[config.mk]
export PLATFORM = sky130hd
export DESIGN_NAME = vc_scheduler
export DESIGN_NICKNAME = d
export VERILOG_FILES = /design/src/rtl/vc_scheduler.sv
export SDC_FILE = /design/constraint.sdc
export NUM_CORES = 1
export LEC_CHECK = 0
export CORE_MARGIN = 2
export CORE_UTILIZATION = 40
export DETAILED_ROUTE_END_ITERATION = 8
export DONT_BUFFER_PORTS = 1
export GPL_ROUTABILITY_DRIVEN = 0
export PLACE_DENSITY = 0.63
export SYNTH_ARGS = -nofsm -noshare
export SYNTH_HDL_FRONTEND = slang
export SYNTH_SLANG_ARGS = --single-unit
[constraint.sdc]
create_clock -name clk -period 3.9 [get_ports clk]
set_input_delay 0.585 -clock clk [delete_from_list [all_inputs] [get_ports clk]]
set_output_delay 0.585 -clock clk [all_outputs]
set_load 0.1 [all_outputs]
[src/rtl/vc_scheduler.sv]
// Weighted round-robin scheduler moving words from two VC FIFOs to two destination FIFOs.
// Define VC_SCHED_STRICT_PRIO_EN to replace weighted round-robin with strict VC0-first priority.
module vc_scheduler #(
  parameter int BW       = 6,
  parameter int WEIGHT_W = 4
) (
  input  logic                clk,
  input  logic                reset,
  input  logic                init,
  input  logic [WEIGHT_W-1:0] vc0_weight,
  input  logic [WEIGHT_W-1:0] vc1_weight,
  input  logic                vc0_empty,
  input  logic                vc1_empty,
  input  logic [BW-1:0]       vc0_data,
  input  logic [BW-1:0]       vc1_data,
  input  logic                d0_almost_full,
  input  logic                d1_almost_full,
  output logic                vc0_pop,
  output logic                vc1_pop,
  output logic                d0_push,
  output logic                d1_push,
  output logic [BW-1:0]       data_out,
  output logic [1:0]          state_out,
  output logic                idle_out,
  output logic                active_out
);

  typedef enum logic [1:0] {
    ST_INIT   = 2'b00,
    ST_IDLE   = 2'b01,
    ST_ACTIVE = 2'b10
  } state_t;

  state_t              state;
  logic [WEIGHT_W-1:0] weight0, weight1;
  logic                elig0, elig1, grant_valid, grant_vc, pop;
  logic [BW-1:0]       grant_data;

`ifndef VC_SCHED_STRICT_PRIO_EN
  logic                cur_vc;
  logic [WEIGHT_W-1:0] credit, next_credit, grant_weight;
`endif

  // A VC is eligible only if its head word's destination can still absorb one more push.
  always_comb begin
`ifdef VC_SCHED_STRICT_PRIO_EN
    elig0    = !vc0_empty && !(vc0_data[BW-2] ? d1_almost_full : d0_almost_full);
    elig1    = !vc1_empty && !(vc1_data[BW-2] ? d1_almost_full : d0_almost_full);
    grant_vc = !elig0;
`else
    elig0    = !vc0_empty && (weight0 != '0) &&
               !(vc0_data[BW-2] ? d1_almost_full : d0_almost_full);
    elig1    = !vc1_empty && (weight1 != '0) &&
               !(vc1_data[BW-2] ? d1_almost_full : d0_almost_full);
    grant_vc = cur_vc ? elig1 : !elig0;
`endif
    grant_valid = elig0 || elig1;
    pop         = (state == ST_ACTIVE) && !init && grant_valid;
    vc0_pop     = pop && !grant_vc;
    vc1_pop     = pop && grant_vc;
    grant_data  = grant_vc ? vc1_data : vc0_data;
  end

`ifndef VC_SCHED_STRICT_PRIO_EN
  always_comb begin
    grant_weight = grant_vc ? weight1 : weight0;
    next_credit  = ((grant_vc == cur_vc) ? credit : '0) + WEIGHT_W'(1);
  end

  // Credit counts consecutive grants within the current VC's turn.
  always_ff @(posedge clk or posedge reset) begin
    if (reset) begin
      cur_vc <= 1'b0;
      credit <= '0;
    end else if (pop) begin
      if (next_credit >= grant_weight) begin
        cur_vc <= ~grant_vc;
        credit <= '0;
      end else begin
        cur_vc <= grant_vc;
        credit <= next_credit;
      end
    end
  end
`endif

  always_ff @(posedge clk or posedge reset) begin
    if (reset) begin
      state    <= ST_INIT;
      weight0  <= '0;
      weight1  <= '0;
      d0_push  <= 1'b0;
      d1_push  <= 1'b0;
      data_out <= '0;
    end else begin
      d0_push <= pop && !grant_data[BW-2];
      d1_push <= pop && grant_data[BW-2];
      if (pop) data_out <= grant_data;
      if (init) begin
        weight0 <= vc0_weight;
        weight1 <= vc1_weight;
      end
      if (init) begin
        state <= ST_INIT;
      end else begin
        unique case (state)
          ST_INIT:   state <= ST_IDLE;
          ST_IDLE:   state <= grant_valid ? ST_ACTIVE : ST_IDLE;
          ST_ACTIVE: state <= grant_valid ? ST_ACTIVE : ST_IDLE;
          default:   state <= ST_INIT;
        endcase
      end
    end
  end

  assign state_out  = state;
  assign idle_out   = (state == ST_IDLE);
  assign active_out = (state == ST_ACTIVE);

endmodule
==> impl_metrics.tcl <==
set metrics [dict create \
    timing.final.ws_setup_ps 598.2 \
    clkLatencyLatePin_ps 300 \
    crit_chain "nor4_1 > nor3_1 > mux2_2 > and2_1 > ha_1 > xnor2_1 > ha_1 > a2111oi_0 > or3_1 > nor4bb_1 > a311o_1" \
    synth_common_cells "23 x dfrtp_1, 11 x mux2i_1, 10 x mux2_2, 10 x nand2_1, 9 x ha_1" \
    slew_violations 0 \
    synth_nets 155 \
    dp_hpwl_um 1925 \
    seq_power_share_pct 60.1 \
    yosysTopAreaCell "dfrtp_1" \
    clockPowerShare_pct 13.0 \
    ant_nets 0 \
    dieArea_um2 3832 \
    cp_max_fo 7 \
    cts_buffers 3 \
    ys_top_cells_by_area "dfrtp_1 43%, ha_1 8.4%, mux2_2 8.4%" \
    drv_cap 0 \
    drive_gt1_share_pct 21.60 \
    slew_headroom_pct 35.68 \
    routed_wl_um 2405 \
    fin_area_um2 1474 \
    finalNetCount 162 \
    place.port_buffers 0 \
    cts_root_buf "clkbuf_4" \
    post_cts_resized 0 \
    synth.ff_latch_count 23 \
    worst_pin_slew_ps 967.2 \
    overflow 0 \
    hold_viol_final 0 \
    first_pass_iters 4 \
    cts_setup_buffers 0 \
    p_leak_nw 0.6530 \
    io_pins 41 \
    setup_viol 0 \
    rsz0062_at_grt "no" \
    status "finished, final reports clean" \
    cp.required_ps 4100 \
    crit_top_cell "ha_1" \
    synth_top_flop_cell "dfrtp_1" \
    wl_per_cell_um 14.06 \
    h-tree-depth 1 \
    combPwrFrac_pct 26.8 \
    coreArea_um2 3284 \
    num_antenna_cells 0 \
    critPathLaunchType "flop" \
    antenna_found_initial 0 \
    tritoncts "yes" \
    grt_use_total_pct 13.30 \
    cts.path.max_buffers 2 \
    die_y_um 61.91 \
    clkTransAtPathRegs_ps 120 \
    yosysSeqAreaShare_pct 42.91 \
    grt_pass1_wl_um 3732 \
    synth_edf_count 0 \
    p_switching_w 0.0004062 \
    area_growth_syn_to_layout_pct 9.888 \
    finalPower_w 0.0008209 \
    crit_arrival_ps 3500 \
    cp_slowest_cell "or3_1" \
    rows 21 \
    ys_types 35 \
    drtIter0Drc 28 \
    netlist_area_um2 1341 \
    yosys_warnings 0 \
    pre_cts_slack_ps 530.4 \
    yosysMostFrequentCell "dfrtp_1" \
    grt_max_degree 24 \
    cp-end-kind "flop" \
    netlist_instances 119 \
    whs_ps 321.9 \
    cts_hold_buf 0 \
    max_freq_ghz 0.3029 \
    power.internal_w 0.0004146 \
    dr_total_vias 893 \
    grt_pass1_vias 854 \
    post-route-period-util_pct 84.66 \
    fin_crit_ps 3302 \
    pwr_density_cell_nw_per_um2 556.9 \
    finClkSkew_ps 2.177 \
    peakVddDrop_v 0.0002864 \
    die-width_um 61.91 \
    cts.sinks 23 \
    hold_path.class "in2async" \
    async_reset_ff_share_pct 100.0 \
    synth.top_cell.area_share_pct 42.91 \
    max_stage_delay_ps 490 \
    p_sw_share_pct 49.49 \
    postSynthAreaPerCell_um2 11.27 \
    drc 0 \
    start_util_pct 40.84 \
    fin_setup_tns_ps 0 \
    via_per_inst 5.222 \
    placed_cell_area_um2 1448 \
    critPathKind "reg2reg" \
]
state kept, by name, summed over array words and instances, names as in the netlist:
name       flops
data_out       6
weight1        4
credit         4
state_out      2
cur_vc         1
d1_push        1
d0_push        1
weight0        4
final timing paths:
check | start | to | slack [ps] | cells past startpoint
worst min-delay path | reset | data_out[4] | 320 | 1
max in group asynchronous | reset | credit[2] | 3060 | 1
worst min register to register | credit[1] | credit[1] | 530 | 2
worst max-delay path | weight0[3] | credit[2] | 600 | 11
min in group clk | init | state_out[1] | 330 | 1
worst max register to register | weight0[3] | credit[2] | 600 | 11
power groups by stage:
| stage | clock network (W) | logic [W] | registers (W) |
|---|---|---|---|
| 4_1_cts | 0.000114 | 0.000223 | 0.000495 |
| 5_1_grt | 0.000125 | 0.000242 | 0.000503 |
| 3_3_place_gp | 0 | 0.000216 | 0.000498 |
| 2_1_floorplan | 0 | 0.000180 | 0.000510 |
| 3_5_place_dp | 0 | 0.000224 | 0.000499 |
| 6_report | 0.000107 | 0.000220 | 0.000494 |
cells by family (layout without fill, tap and decap cells):
family                     Yosys count  after routing  share of synthesized area, %
xor gates and xnor gates             4              4                         2.612
muxes                               23             23                         19.40
adders and majority gates            9              9                         8.396
and+or+nand+nor                     37             37                         15.21
AOI/OAI and AO/OA                   14             14                         7.837
buffers and inverters                9             15                         3.637
DFF                                 23             23                         42.91
placed cells by master, fill, tap and decap left out, types with 3 or more instances in the layout:
cell,count
nor2b_1,3
inv_1,4
and2_1,3
clkbuf_4,3
nor2_1,5
mux2i_1,11
nand2_1,10
mux2_2,10
xnor2_1,3
o21ai_1,6
dfrtp_1,23
buf_4,5
ha_1,9
nor3_1,3
area by class of cell:
cell class              instances  area [um^2]
flip-flops and latches         23        575.6
multi-input cells              87        721.9
inverters                       4        15.01
repair buffers                  7        77.57
well taps                      46        57.56
clock buffers                   4        26.28
fillers                       322         1810
metrics by stage:
step	instances	util, %
after detailed placement	167	44.08
after CTS	171	44.88
final	171	44.88
after floorplan	119	-
after global placement	167	44.08
after global routing	171	44.88
worst max-delay path: cells and delay by family, from the launching register on:
family,cells,cell delay [ps]
XOR/XNOR,1,190
multiplexers,1,340
AND/OR/NAND/NOR,5,1440
AO/OA/AOI/OAI,2,380
flip-flops,1,420
adder cells (fa/ha/maj),2,410
metal layers:
metal  share of wire (%)  GRT usage [%]
met1                  44          16.22
met5                   0              0
met2                  47          21.50
met4                 1.4          3.951
met3                 7.3          5.590
Note: power is estimated with default switching activity, not from simulation.
